$ cat src/rtl/ioctl_streamer.sv
// ioctl_streamer: drains a valid/ready byte source into an ioctl download port.
// Setup and hold windows bracket the transfer; each write is followed by WR_GAP idle cycles.
module ioctl_streamer #(
  parameter int unsigned SETUP_CYC = 2,
  parameter int unsigned WR_GAP    = 3
) (
  input  logic        clk_sys,
  input  logic        reset,
  input  logic        start,
  input  logic [7:0]  index,
  input  logic [24:0] length,
  input  logic        src_valid,
  input  logic [7:0]  src_data,
  output logic        src_ready,
  output logic        ioctl_download,
  output logic [7:0]  ioctl_index,
  output logic [24:0] ioctl_addr,
  output logic [7:0]  ioctl_dout,
  output logic        ioctl_wr,
  output logic        busy,
  output logic        done
);

  localparam int unsigned TMAX = (SETUP_CYC > WR_GAP) ? SETUP_CYC : WR_GAP;
  localparam int unsigned TW   = (TMAX > 1) ? $clog2(TMAX) : 1;
  // SETUP_CYC is expected to be at least 1; WR_GAP may be 0.
  localparam logic [TW-1:0] SETUP_LAST = TW'(SETUP_CYC - 1);
  localparam logic [TW-1:0] GAP_LAST   = TW'((WR_GAP > 0) ? (WR_GAP - 1) : 0);

  typedef enum logic [2:0] {
    IDLE  = 3'd0,
    SETUP = 3'd1,
    FETCH = 3'd2,
    WRITE = 3'd3,
    GAP   = 3'd4,
    HOLD  = 3'd5
  } state_t;

  state_t        state, state_n;
  logic [TW-1:0] tmr, tmr_n;
  logic [24:0]   cnt, cnt_n;
  logic [24:0]   len, len_n;
  logic [24:0]   cnt_inc;
  logic [7:0]    index_n;
  logic [24:0]   addr_n;
  logic [7:0]    dout_n;
  logic          done_n;

  assign cnt_inc = cnt + 25'd1;

  always_comb begin
    state_n = state;
    tmr_n   = tmr;
    cnt_n   = cnt;
    len_n   = len;
    index_n = ioctl_index;
    addr_n  = ioctl_addr;
    dout_n  = ioctl_dout;
    done_n  = 1'b0;
    case (state)
      IDLE: begin
        if (start) begin
          len_n   = length;
          index_n = index;
          cnt_n   = '0;
          tmr_n   = '0;
          state_n = SETUP;
        end
      end
      SETUP: begin
        if (tmr == SETUP_LAST) begin
          tmr_n   = '0;
          state_n = (len != '0) ? FETCH : HOLD;
        end else begin
          tmr_n = tmr + 1'b1;
        end
      end
      FETCH: begin
        if (src_valid) begin
          dout_n  = src_data;
          addr_n  = cnt;
          state_n = WRITE;
        end
      end
      WRITE: begin
        cnt_n = cnt_inc;
        tmr_n = '0;
        // With no gap the continue/finish decision is made here on the incremented count.
        if (WR_GAP == 0) state_n = (cnt_inc < len) ? FETCH : HOLD;
        else             state_n = GAP;
      end
      GAP: begin
        if (tmr == GAP_LAST) begin
          tmr_n   = '0;
          state_n = (cnt < len) ? FETCH : HOLD;
        end else begin
          tmr_n = tmr + 1'b1;
        end
      end
      HOLD: begin
        if (tmr == SETUP_LAST) begin
          tmr_n   = '0;
          done_n  = 1'b1;
          state_n = IDLE;
        end else begin
          tmr_n = tmr + 1'b1;
        end
      end
      default: state_n = IDLE;
    endcase
  end

  // Outputs are registered from the next state so they line up with the state they describe.
  always_ff @(posedge clk_sys or posedge reset) begin
    if (reset) begin
      state          <= IDLE;
      tmr            <= '0;
      cnt            <= '0;
      len            <= '0;
      ioctl_index    <= '0;
      ioctl_addr     <= '0;
      ioctl_dout     <= '0;
      ioctl_wr       <= 1'b0;
      ioctl_download <= 1'b0;
      src_ready      <= 1'b0;
      busy           <= 1'b0;
      done           <= 1'b0;
    end else begin
      state          <= state_n;
      tmr            <= tmr_n;
      cnt            <= cnt_n;
      len            <= len_n;
      ioctl_index    <= index_n;
      ioctl_addr     <= addr_n;
      ioctl_dout     <= dout_n;
      ioctl_wr       <= (state_n == WRITE);
      ioctl_download <= (state_n != IDLE);
      src_ready      <= (state_n == FETCH);
      busy           <= (state_n != IDLE);
      done           <= done_n;
    end
  end

endmodule

$ cat config.mk
export PLATFORM = sky130hd
export DESIGN_NAME = ioctl_streamer
export DESIGN_NICKNAME = d
export VERILOG_FILES = /design/src/rtl/ioctl_streamer.sv
export SDC_FILE = /design/constraint.sdc
export NUM_CORES = 1
export LEC_CHECK = 0
export ABC_AREA = 1
export BUFFER_PORTS_ARGS = -buffer_cell sky130_fd_sc_hd__buf_2
export CAP_MARGIN = 0
export CORE_ASPECT_RATIO = 0.9
export CORE_UTILIZATION = 45
export CTS_BUF_LIST = sky130_fd_sc_hd__clkbuf_16
export CTS_CLUSTER_DIAMETER = 40
export DETAILED_ROUTE_END_ITERATION = 16
export GPL_TIMING_DRIVEN = 0
export PLACE_DENSITY = 0.67
export SLEW_MARGIN = 20
export SYNTH_ARGS = -nofsm -noshare
export SYNTH_HDL_FRONTEND = slang
export SYNTH_SLANG_ARGS = --single-unit
$ cat constraint.sdc
create_clock -name clk_sys -period 7.5 [get_ports clk_sys]
set_input_delay 0.375 -clock clk_sys [delete_from_list [all_inputs] [get_ports clk_sys]]
set_output_delay 0.375 -clock clk_sys [all_outputs]
set_load 0.01 [all_outputs]
==> After elaboration in Yosys (flattened, before gate mapping) <==
Index checks and enable logic that the tools add are counted.
{ "totals": {"reg_bits": 100, "inputBits": 45, "out_inout_bits": 46, "word_cells": 50} }
{ "op_classes": {"addsub": 2, "n_lt_le_gt_ge": 1, "eq_ne": 10, "muxes": 16, "reduce_logical": 10} }
{ "op_table": {"columns": ["operator", "n"], "rows": [
  ["25-bit one-hot mux with 2 select lines", 1],
  ["25-bit by 1-bit adder with 25-bit output, second input constant", 1],
  ["25-bit less-than comparator", 1],
  ["25-bit two-way mux", 1],
  ["25-bit nonzero test", 1],
  ["3-bit two-way mux", 7],
  ["3-bit one-hot mux with 6 select lines", 1],
  ["3-bit by 2-bit == test with 1-bit output, second input constant", 4],
  ["2-bit one-hot mux with 4 select lines", 1],
  ["2-bit AND reduction", 4],
  ["3-bit == test, second input constant", 2],
  ["2-bit two-way mux", 3],
  ["4-bit nonzero test", 1],
  ["3-bit by 1-bit == test with 1-bit output, second input constant", 1],
  ["3-bit logical NOT", 1],
  ["3-bit nonzero test", 1],
  ["2-bit by 1-bit adder with 2-bit output, second input constant", 1],
  ["2-bit by 1-bit == test with 1-bit output, second input constant", 1],
  ["2-bit == test, second input constant", 1],
  ["1-bit two-way mux", 2],
  ["2-bit != test, second input constant", 1],
  ["2-bit nonzero test", 1],
  ["2-bit OR reduction", 1]
]} }

==> Depth between registers and ports, before layout <==
Gate-level depths: netlist of the first run.
{ "depth": {"depth_word": 5, "ltp_mapped": 14, "mapped_depth_nobuf": 14} }

==> Worst setup path before layout of the first run <==
OpenSTA, ideal clock, no wires.
{ "synth_path": {"path_type": "register to register", "from": "register cnt[4]", "to": "register busy", "setup_time_ns": 0.135, "arrival_time_ns": 1.515, "t_required_ns": 7.365, "setup_slack_ns": 5.850, "stages_incl_launch_ff": 11, "path_buffers": 0, "synth_period_minus_slack_ns": 1.650, "cell_sequence": "dfrtp_1 > ha_1 > nand2_1 > nor2_1 > nand3_1 > nand3_1 > nand2_1 > nand3_1 > nand2_1 > a21oi_1 > nand3_1"} }
{ "synth_between": {"elab_chain_cells": 5} }
{ "synth_rtl": {"columns": ["element", "line", "rtl"], "rows": [
  ["start: declaration", "41", "logic [24:0] cnt, cnt_n;"],
  ["start signal: assignment", "131", "cnt <= cnt_n;"],
  ["25-bit less-than comparator", "95", "state_n = (cnt < len) ? FETCH : HOLD;"],
  ["3-bit two-way mux", "95", null],
  ["3-bit two-way mux", "93", "if (tmr == GAP_LAST) begin"],
  ["3-bit one-hot mux with 6 select lines", "60", "case (state)"],
  ["3-bit nonzero test", "139", "busy <= (state_n != IDLE);"],
  ["end signal: assignment", "139", null],
  ["end: declaration", "20", "output logic busy,"]
]} }
Every way passes these cells.
A chain may end at the register's enable or synchronous reset.

==> Worst setup path in the final report of the first run <==
Same ends and word-level chain as after synthesis.

==> results of run 1 <==
## where the power goes
group          internal (W)  switching [W]  leakage, nW  total, W
Combinational      0.000228       0.000412         1.71  0.000640
Sequential         0.000705      0.0000857         1.31  0.000791
Clock              0.000223       0.000206        0.130  0.000429
## layer usage
layer | vias up | track usage (%) | part of all wire [%]
met5 | - | 0 | 0
met4 | 0 | 5.67 | 1.2
met3 | 12 | 4.13 | 5.1
met2 | 130 | 36.9 | 46
met1 | 1996 | 29.6 | 48
li1 | 2158 | - | -
## worst reg2reg max path, delay by kind of cell, from the launching register on
family | cells | cell delay (ps)
simple gates | 8 | 780
flops | 1 | 510
fa+ha+maj | 1 | 370
compound gates | 1 | 220
## synthesized netlist by cell type, types with 2 or more instances
cell type  instances  area [sq um]
nand2_1          188           706
dfrtp_1          100          2500
inv_1             80           300
o21ai_0           60           300
nor2_1            45           169
nand3_1           26           130
ha_1              25           313
a21oi_1           21           105
clkbuf_1          11          41.3
nand4_1            9          56.3
nor3_1             8          40.0
buf_2              4          20.0
mux2i_1            4          40.0
inv_2              3          11.3
nor2_4             3          33.8
nor4_1             3          18.8
a21o_1             2          15.0
nor2_2             2          12.5
o211ai_1           2          15.0
o22ai_1            2          12.5
## final cells by class
cell class	instances	area (sq um)
repair buffers	91	478
fillers	1013	4910
flip-flops and latches	100	2500
inverters	84	325
multi-input cells	411	2090
clock inverters	7	43.8
plain buffers	16	68.8
clock buffers	9	225
well taps	133	166
## flip-flops by register name, indices dropped and copies added, names as in the netlist
| signal | flops |
|---|---|
| cnt | 25 |
| ioctl_addr | 25 |
| len | 25 |
| ioctl_dout | 8 |
| ioctl_index | 8 |
| state | 3 |
| tmr | 2 |
| busy | 1 |
| done | 1 |
| ioctl_wr | 1 |
| src_ready | 1 |
## kinds of logic (layout without fill, tap and decap cells)
| family | count (synthesis) | in the layout |
|---|---|---|
| simple gates | 292 | 292 |
| flops | 100 | 100 |
| buf+inv | 100 | 207 |
| compound gates | 89 | 89 |
| fa+ha+maj | 25 | 25 |
| mux | 4 | 4 |
| xor+xnor | 1 | 1 |
## through the flow
| step | total power (W) | instance area, sq um | setup WS (ps) | std cells | utilization, % |
|---|---|---|---|---|---|
| after floorplan | 0.00121 | 4980 | 4510 | 611 | - |
| after global placement | 0.00142 | 5600 | 3380 | 834 | 51.8 |
| after detailed placement | 0.00144 | 5630 | 5540 | 835 | 52.1 |
| after CTS | 0.00188 | 5900 | 5530 | 851 | 54.6 |
| after global routing | 0.00201 | 5900 | 5310 | 851 | 54.6 |
| final | 0.00186 | 5900 | 5520 | 851 | 54.6 |
## worst max-delay path by stage
stage | slack, ps | depth (start not counted) | start | endpoint
3_3_place_gp | 3380 | 2 | reset | ioctl_index[0]$_DFFE_PP0P_
3_5_place_dp | 5540 | 10 | cnt[4]$_DFFE_PP0P_ | busy$_DFF_PP0_
6_report | 5520 | 10 | cnt[4]$_DFFE_PP0P_ | busy$_DFF_PP0_
4_1_cts | 5530 | 10 | cnt[4]$_DFFE_PP0P_ | busy$_DFF_PP0_
2_1_floorplan | 4510 | 1 | reset | busy$_DFF_PP0_
5_1_grt | 5310 | 10 | cnt[16]$_DFFE_PP0P_ | busy$_DFF_PP0_
==> run summary, run 1 <==
The run finished with clean final reports. The top cell types in the final layout, fill and taps aside, are nand2_1 (188), dfrtp_1 (100), buf_2 (94). The warning count from the yosys run is 0. The DRC violation count after routing came out at 0.

The synthesized netlist contains 33 unique library cells. The total die area came out at ~11000 sq um. The beginning of the worst register-to-register path is cnt[4]$_DFFE_PP0P_. The final antenna-violating net count came out at 0.

Clock tree synthesis inserted a total of 9 buffers. TritonCTS built the clock tree. The number of hold-repair buffers added at the cts stage is 0. The analysis attributes to cell leakage a power of 3.15 nW. The number of setup buffers added after CTS came out at 0. Summing the areas of all compound-gate instances in the mapped netlist gives 9.32% of the synthesized area. The number of setup violations in the final report is 0. The number of instances resized during post-cts repair is 0. The level count of the clock H-tree is 3.

Counting I/O delays and the setup requirement, the final critical path takes 1980 ps. The average routed wire per standard cell came out at 13.9 um. The fraction of the cycle the final worst path needs came out at 26.4%. The worst-path maximum fanout is 6. Among the stages of the critical path, the cell type that occurs most often is nand3_1. Clock tree synthesis selected as its root buffer the cell clkbuf_16. The library cell used most frequently in the layout, excluding fill and tap cells, is nand2_1. The area of the placeable core came out at 10800 sq um.

The detailed-routing iteration count for the pre-antenna-repair pass is 5. The critical path goes through ha_1 -> nand2_1 -> nor2_1 -> nand3_1 -> nand3_1 -> nand2_1 -> nand3_1 -> nand2_1 -> a21oi_1 -> nand3_1. For this block, the initial DRC count from the detailed router was 215.

The worst endpoint data arrival time is 2210 ps. The top-level port count came out at 91. The longest individual stage delay on the worst path came out at around 510 ps. The hold slack came out at about 45 ps.

Setup repair after global routing left no endpoint under its margin. The fraction of synthesized cell area in xor and xnor cells is less than 1%. The largest individual stage delay along the critical path comes from the cell dfrtp_1. The buffering stage count on the worst path with inverters included came out at 0. The endpoint of the lowest-slack register-to-register path is busy$_DFF_PP0_. Headroom to the max-slew limit came out at between 60% and 70%.

The endpoint required time on the critical path is ~7700 ps. Synthesis handed over a netlist of 611 instances. The final route contains roughly 4300 vias. The half-perimeter wire length of the detailed placement result came out at around 9000 um. The number of enable-type register cells in the synthesized netlist came out at 0. In the final timing run, aggregate negative setup slack is 0 ps. Dividing total power by cell area gives a power density of 315 nW/um^2. Entering global routing, the biggest net connects between 50 and 60 pins. The endpoint kind of the worst setup timing path is a flop. The maximum clock path buffer count is 2. The final hold violation count was 0. The relative area change from synthesis to final layout came out at 18.4%. The worst register-to-register path has a setup slack of roughly 5500 ps.

The fraction of synthesized area in multiplexers came out at 0.804%. The startpoint type of the worst setup path is a flop. The detail-routed via count per cell is just over 5.

Averaged over all synthesized cells, the footprint is between 8 and 9 sq um. For the worst-skew pair, the clock arrives at the later sink with an insertion delay of between 300 and 400 ps. After global routing the overflow that remains totals 0. The share of synthesized registers carrying an async set or reset came out at 100%. On the final layout, the worst clock skew is approximately 11 ps. Clock-pin slew was measured on the worst setup and hold paths at around 70 ps.

The number of input and output port buffers inserted is 90. The number of antenna violations at the first check in global routing came out at 0. The category of the critical setup timing path is reg2reg. The placement row count came out at 36. The net count of the mapped netlist came out at between 600 and 700. The maximum clock rate is 0.504 GHz. The clock drives 100 sinks. The transition time at the pin with the least slew margin came out at 548 ps. Routability-driven placement finished with a final weighted congestion of 0.842.

The number of nets in the finished design came out at 783. The antenna diode instance count is 0. The register area share after synthesis came out at 50.3%.

The kind of cell adding the most delay to the critical path is simple AND/OR/NAND/NOR gates. The wire length after detailed routing came out at 11900 um. The path class of the tightest hold or removal check is in2async. The via count of the first global-routing pass is 4070.

Across every metal layer, demand over resource in global routing totals about 22%. The number of max-slew violations in the final report came out at 0. Among all flip-flop cells after synthesis, the most frequent one is dfrtp_1.

The maximum vdd drop is 0.169 mV. The vertical die dimension is 102 um. By area, the combinational part of the netlist is dominated by simple AND/OR/NAND/NOR gates.

The share of synthesized cell area in and, or, nand and nor gates is roughly 25%. The global-route wire length before repair is 19700 um. The width of the die came out at roughly 110 um. The synthesized-area fraction occupied by adder cells is under 10%. Across the run, the number of max-cap violations was 0.

The initial core utilization is 46.1%. Of the cells placed in the final design, the portion with a size suffix greater than 1 is roughly 18%. The mapped netlist covers 4980 sq um. The worst reg-to-reg path cell count is 10. In this run, synthesis produced a sequential element count of 100.
No activity file was read; power rests on OpenSTA's default activity.
==> inputs of run 2 (changes only) <==
Clock period 7.5 ns to 1.9 ns, I/O delays scaled along.
==> run 2 against run 1 <==
Die area is the same. Clock power grew to 3.8 times the previous value. Via count grew 4.2%. Fmax grew 11%. Combinational power grew to 4.2 times the previous value. Non-clock buffer count grew 53. Worst hold slack gained 110 ps. Register-to-register slack lost 5400 ps. Critical path type unchanged. Largest power group unchanged.
==> run summary, run 2 (synthesis results as in run 1) <==
The transition time at the pin with the least slew margin came out at 572 ps (was 548 ps). The longest individual stage delay on the worst path is 420 ps (was 510 ps). The maximum vdd drop is 0.836 mV (was 0.169 mV). The DRC violation count after routing is 0 (unchanged). The share of power burned in the clock network came out at 21.8% (was 23.1%). The most common cell after layout, fill and taps aside is nand2_1 (unchanged). The number of max-slew violations in the final report came out at 0 (unchanged).

The global placer's final weighted congestion came out at 0.905 (was 0.842). The sequential fraction of design power came out at 42.2% (was 42.5%). The root buffer selected by CTS is clkbuf_16 (unchanged). The power share of the combinational group is 36.0% (was 34.4%). The endpoint required time on the critical path is 2130 ps (was 7720 ps). The largest net degree at the start of global routing is 35 (was 57).

The combined area of the multi-input logic cells came out at 2140 sq um (was 2090 sq um). The worst-path maximum fanout came to 5 (was 6). Critical-path cell list: ha_2 -> nand3_1 -> nor2_1 -> inv_1 -> nor2_1 -> nand3_1 -> xor2_1 -> o22ai_1 (was ha_1 -> nand2_1 -> nor2_1 -> nand3_1 -> nand3_1 -> nand2_1 -> nand3_1 -> nand2_1 -> a21oi_1 -> nand3_1).

The worst reg-to-reg path cell count came out at 8 (was 10). The width of the die came out at 113 um (unchanged). The cell area after layout is 6470 sq um (was 5900 sq um).

The post-layout instance count excluding filler cells is 904 (was 851). The final antenna-violating net count is 0 (unchanged). The total die area came out at 11500 sq um (unchanged).

The class of the tightest hold or removal check is in2reg (was in2async). The total number of vias is 4477 (was 4296). The cell count after placement is 837 (was 835). The vertical die dimension is 102 um (unchanged). The number of buffers inserted during clock tree synthesis was 9 (unchanged).

The number of nets in the finished design was 836 (was 783). The total overflow reported by the global router came out at 0 (unchanged). The relative area change from synthesis to final layout is 29.9% (was 18.4%). The wire length after detailed routing is 12600 um (was 11900 um). The layout filler cell count came to 953 (was 1013).

The TritonCTS clock tree is yes (unchanged). The average routed wire per standard cell was 13.9 um (about the same). The iteration-0 DRC count of the detailed router is 259 (was 215). The maximum clock path buffer count came out at 2 (unchanged). The time the final worst path needs with I/O delays and setup came out at 1790 ps (was 1980 ps). The global-route total usage across every layer is 23.4% (was 22.0%). The level count of the clock H-tree came out at 3 (unchanged).

The hold slack is 158 ps (was 44.7 ps). The placement row count is 36 (unchanged). The area of the placeable core came out at 10800 sq um (unchanged). The detail-routed via count per cell is 4.95 (was 5.05). The top-level port count came out at 91 (unchanged).

The number of input and output port buffers inserted is 90 (unchanged). The final hold violation count is 0 (unchanged). The launching instance or port of the critical path is cnt[0]$_DFFE_PP0P_ (was cnt[4]$_DFFE_PP0P_). The clock-pin transition on the worst setup and hold timing paths was 60 ps (was 70 ps).

The fraction of final layout cells with drive strength greater than 1 is 20.2% (was 17.7%). The half-perimeter wire length of the detailed placement result came out at 9230 um (was 8980 um). RSZ-0062 raised after global routing: true (was false).

The initial core utilization is 46.1% (unchanged). The number of antenna violations at the first check in global routing came out at 0 (unchanged). The cell area after placement is 5660 sq um (was 5630 sq um). The number of clock sinks seen by CTS is 100 (unchanged).

The power density of the placed cells came out at 1150 nW/um^2 (was 315 nW/um^2). The max-cap check violation count is 0 (unchanged). The relative slew slack came out at 61.9% (was 63.4%).

The endpoint of the lowest-slack register-to-register path is cnt[22]$_DFFE_PP0P_ (was busy$_DFF_PP0_). The net switching component of the power is 0.00280 W (was 0.000704 W). The category of the critical setup timing path is reg2reg (unchanged). The endpoint kind of the worst setup timing path was a flop (unchanged). The antenna diode instance count came out at 0 (unchanged). Largest registers ranked by flip-flop count: cnt (25), ioctl_addr (25), len (25) (unchanged). The worst endpoint data arrival time came out at 2020 ps (was 2210 ps).

The cell-internal power came out at 0.00464 W (was 0.00116 W). Most frequent cells in the layout: nand2_1 (188), buf_2 (94), dfrtp_1 (92) (was nand2_1 (188), dfrtp_1 (100), buf_2 (94)). The total design power came out at 0.00744 W (was 0.00186 W). The switching power share of the total came out at 37.6% (was 37.8%).

The final setup skew is 7.35 ps (was 11.5 ps). The beginning of the worst register-to-register path was cnt[0]$_DFFE_PP0P_ (was cnt[4]$_DFFE_PP0P_). The area used by sequential logic in the layout is 2510 sq um (was 2500 sq um). The worst setup path endpoint is cnt[22]$_DFFE_PP0P_ (was busy$_DFF_PP0_). The maximum clock rate is 0.559 GHz (was 0.504 GHz). The startpoint type of the worst setup path is a flop (unchanged).

The detailed-routing iteration count for the pre-antenna-repair pass came to 5 (unchanged). Outcome: finished clean (unchanged). The global-route wire length before repair is 20700 um (was 19700 um). The worst-case register-to-register setup slack is 110 ps (was 5520 ps). The slowest stage cell on the critical path is dfrtp_1 (unchanged). The number of setup violations in the final report came out at 0 (unchanged). The clock latency of the later-clocked register in the worst-skew pair came out at 350 ps (about the same).

The fraction of the cycle the final worst path needs came out at 94.1% (was 26.4%). The via count of the first global-routing pass was 4270 (was 4070). The leakage power of the design came to 3.40 nW (was 3.15 nW).
run 2: changes by cell type in the layout (fill, tap and decap cells not counted), moves of 4 or more:
cell,previous run,this run
nor2_2,2,6
dfrtp_1,100,92
nor2_1,45,41
dlygate4sd3_1,0,42
buf_4,1,10
dfrtp_2,0,8
run 2: how the worst min path moves through the flow:
stage / depth (start not counted) / start / slack (ps) / to
2_1_floorplan: 2 / src_data[0] / 200 / ioctl_dout[0]$_DFFE_PP0P_
3_3_place_gp: 3 / index[3] / 290 / ioctl_index[3]$_DFFE_PP0P_
3_5_place_dp: 2 / reset / 20 / ioctl_addr[21]$_DFFE_PP0P_
4_1_cts: 4 / start / 130 / tmr[0]$_DFFE_PP0P_
5_1_grt: 4 / start / 160 / tmr[0]$_DFFE_PP0P_
6_report: 4 / start / 160 / tmr[0]$_DFFE_PP0P_
run 2: layout make-up:
cell class              instances  share of cell area (%)
inverters                      84                    5.05
clock buffers                   9                    3.48
plain buffers                  16                    1.12
repair buffers                144                    15.4
multi-input cells             411                    33.0
flip-flops and latches        100                    38.8
well taps                     133                    2.57
clock inverters                 7                   0.464
run 2: layer usage:
metal | part of all wire, % | vias to the layer above | wire [um] | global-route usage (%)
li1 | - | 2263 | - | -
met1 | 47 | 2084 | 5890 | 30.1
met2 | 48 | 116 | 6030 | 39.8
met3 | 4.3 | 14 | 547 | 6.46
met4 | 0.95 | 0 | 119 | 4.76
met5 | 0 | - | 0 | 0
run 2: what timing repair did:
item	CTS	global route
setup buffers	0	9
setup endpoints to repair	3	39
pin swaps	0	1
cloned	0	0
hold buffers	42	0
gates resized for setup	2	24
hold endpoints to repair	141	0
run 2: worst max-delay path, delay by kind of cell (launching register included):
family	cells	cell delay [ps]
flops	1	420
simple gates	4	690
xor+xnor	1	160
buf+inv	1	80
fa+ha+maj	1	220
compound gates	1	80
run 2: power groups by stage:
| stage | Clock (W) | Combinational [W] | Sequential, W |
|---|---|---|---|
| 6_report | 0.00162 | 0.00268 | 0.00314 |
| 5_1_grt | 0.00173 | 0.00309 | 0.00321 |
| 4_1_cts | 0.00167 | 0.00264 | 0.00313 |
| 3_5_place_dp | 0 | 0.00256 | 0.00316 |
| 3_3_place_gp | 0 | 0.00245 | 0.00314 |
| 2_1_floorplan | 0 | 0.00150 | 0.00328 |
run 2: through the flow:
stage               setup WS [ps]  utilization [%]  TNS, ps
global route                -55.9             59.8    -61.8
global placement            -61.2             51.8    -2800
finish                        113             59.8        0
detailed placement          -51.0             52.4    -54.6
floorplan                     250                -        0
CTS                          8.27             58.7        0
==> inputs of run 3 (changes only) <==
Settings changed: CORE_ASPECT_RATIO 0.9 to 1.4, CORE_UTILIZATION 45 to 56, PLACE_DENSITY 0.67 to 0.8.
==> run 3 against run 2 <==
Utilization rose by 15 points. Setup slack got worse by 22 ps. Non-clock buffer count is 4 lower. Critical path type unchanged. Largest cell class unchanged. First-iteration DRC count grew 100%. Die area fell by 19%. Cell count shrank 3.5%. Cell area shrank 0.19%.
==> run summary, run 3 (synthesis results as in run 1) <==
The time the final worst path needs with I/O delays and setup came out at 1810 ps (was 1790 ps). The area of the placeable core was 8610 sq um (was 10800 sq um). The initial core utilization came out at 57.8% (was 46.1%). The top-level port count is 91 (unchanged). The clock latency of the later-clocked register in the worst-skew pair came out at 350 ps (about the same). The number of nets in the finished design is 832 (was 836). The global-route total usage across every layer came to 30.2% (was 23.4%). The transition time at the pin with the least slew margin is 566 ps (was 572 ps). The placement row count came out at 40 (was 36). The fraction of the cycle the final worst path needs came out at 95.3% (was 94.1%). The largest net degree at the start of global routing came out at 30 (was 35). The worst reg-to-reg path cell count is 10 (was 8).

Outcome: finished clean (unchanged). The leakage power of the design came out at 3.39 nW (was 3.40 nW). The detailed-routing iteration count for the pre-antenna-repair pass came out at 5 (unchanged). The endpoint kind of the worst setup timing path is a flop (unchanged).

The fraction of final layout cells with drive strength greater than 1 came out at 20.3% (was 20.2%). The maximum clock path buffer count is 2 (unchanged). The power density of the placed cells is 1200 nW/um^2 (was 1150 nW/um^2). The number of clock sinks seen by CTS is 100 (unchanged). The total design power is 0.00774 W (was 0.00744 W). The vertical die dimension is 114 um (was 102 um). The number of setup violations in the final report was 0 (unchanged). Largest registers ranked by flip-flop count: cnt (25), ioctl_addr (25), len (25) (unchanged).

The number of max-slew violations in the final report is 0 (unchanged). The final antenna-violating net count came out at 0 (unchanged). The detail-routed via count per cell is 5.39 (was 4.95).

The final setup skew is 8.78 ps (was 7.35 ps). The level count of the clock H-tree came out at 3 (unchanged). The number of buffers inserted during clock tree synthesis was 9 (unchanged). The antenna diode instance count is 0 (unchanged).

The half-perimeter wire length of the detailed placement result came out at 9250 um (was 9230 um). RSZ-0062 raised after global routing: true (unchanged). The via count of the first global-routing pass came to 4596 (was 4270). The worst endpoint data arrival time is 2040 ps (was 2020 ps). The category of the critical setup timing path is reg2reg (unchanged).

The worst-path maximum fanout came out at 3 (was 5). The endpoint required time on the critical path is 2130 ps (about the same). The relative area change from synthesis to final layout is 29.7% (was 29.9%). The final hold violation count is 0 (unchanged). The total number of vias came out at 4698 (was 4477). The iteration-0 DRC count of the detailed router is 525 (was 259). The beginning of the worst register-to-register path is cnt[24]$_DFFE_PP0P_ (was cnt[0]$_DFFE_PP0P_).

The TritonCTS clock tree is yes (unchanged). The clock-pin transition on the worst setup and hold timing paths was 70 ps (was 60 ps). The launching instance or port of the critical path is cnt[24]$_DFFE_PP0P_ (was cnt[0]$_DFFE_PP0P_). The cell area after layout was 6460 sq um (was 6470 sq um). The maximum vdd drop came to 0.896 mV (was 0.836 mV). The most common cell after layout, fill and taps aside is nand2_1 (unchanged). The cell area after placement is 5630 sq um (was 5660 sq um). The root buffer selected by CTS is clkbuf_16 (unchanged). Most frequent cells in the layout: nand2_1 (187), buf_2 (94), dfrtp_1 (93) (was nand2_1 (188), buf_2 (94), dfrtp_1 (92)). The width of the die was 81.7 um (was 113 um). The class of the tightest hold or removal check is in2reg (unchanged). The wire length after detailed routing is 13200 um (was 12600 um). The number of input and output port buffers inserted came out at 90 (unchanged). The maximum clock rate is 0.553 GHz (was 0.559 GHz). The average routed wire per standard cell came out at 15.1 um (was 13.9 um).

The worst setup path endpoint was busy$_DFF_PP0_ (was cnt[22]$_DFFE_PP0P_). The layout filler cell count is 624 (was 953). The global placer's final weighted congestion is 0.920 (was 0.905). The startpoint type of the worst setup path was a flop (unchanged). The DRC violation count after routing is 0 (unchanged). The relative slew slack was 62.2% (was 61.9%).

The endpoint of the lowest-slack register-to-register path was busy$_DFF_PP0_ (was cnt[22]$_DFFE_PP0P_). The worst-case register-to-register setup slack is 90 ps (was 110 ps). The global-route wire length before repair was 20700 um (about the same). The max-cap check violation count is 0 (unchanged). The total overflow reported by the global router was 0 (unchanged). The total die area is 9280 sq um (was 11500 sq um). The number of antenna violations at the first check in global routing is 0 (unchanged).
==> run 3: area by class of cell <==
cell class	count	area, sq um	share of cell area [%]
flip-flops and latches	100	2510	38.9
multi-input cells	411	2140	33.1
repair buffers	140	976	15.1
inverters	84	327	5.06
clock buffers	9	225	3.49
well taps	105	131	2.03
clock inverters	7	73.8	1.14
plain buffers	16	73.8	1.14
==> run 3: repair_timing <==
action / 4_1_cts / 5_1_grt
pin swaps: 0 / 2
endpoints found under the setup margin: 3 / 26
resized for setup: 3 / 23
hold buffers: 42 / 0
buffers inserted: 0 / 5
hold endpoints to repair: 62 / 0
==> run 3: worst min path at each step <==
stage | start | to | slack, ps | cells after the start
4_1_cts | start | tmr[0]$_DFFE_PP0P_ | 140 | 4
3_5_place_dp | reset | ioctl_dout[7]$_DFFE_PP0P_ | 180 | 2
5_1_grt | start | tmr[0]$_DFFE_PP0P_ | 160 | 4
6_report | start | tmr[0]$_DFFE_PP0P_ | 150 | 4
3_3_place_gp | index[5] | ioctl_index[5]$_DFFE_PP0P_ | 290 | 3
2_1_floorplan | src_data[0] | ioctl_dout[0]$_DFFE_PP0P_ | 200 | 2
==> run 3: through the flow <==
stage               hold WS, ps  util (%)  std cells  setup slack (ps)  setup TNS [ps]
floorplan                   205         -        611               250               0
global placement            288      64.7        806              17.1               0
detailed placement          183      65.4        809             -37.3           -37.3
CTS                         142      73.9        867              24.4               0
global route                160      75.0        872             -51.2           -51.2
finish                      150      75.0        872              90.1               0
==> run 3: report_power, final <==
part / internal (W) / switching, W / total (W)
registers: 0.00279 / 0.000358 / 0.00314
logic: 0.00101 / 0.00172 / 0.00273
clock network: 0.00103 / 0.000835 / 0.00187
total: 0.00482 / 0.00292 / 0.00774
==> run 3: per-layer routing <==
metal	GRT usage, %	up-vias	share of wire (%)
met5	0	-	0
met3	3.60	41	4.1
met1	32.9	2240	37
met2	54.2	167	54
met4	18.9	0	4.4
li1	-	2250	-
==> run 3: critical path, stage by stage (launching register included) <==
cell	delay [ps]
dfrtp_1	420
ha_1	320
nand2_1	100
nor2_2	160
nand2_1	80
nor2_1	100
nand2_1	70
nand3_2	90
nand2_1	70
a21oi_2	190
nand3_1	90
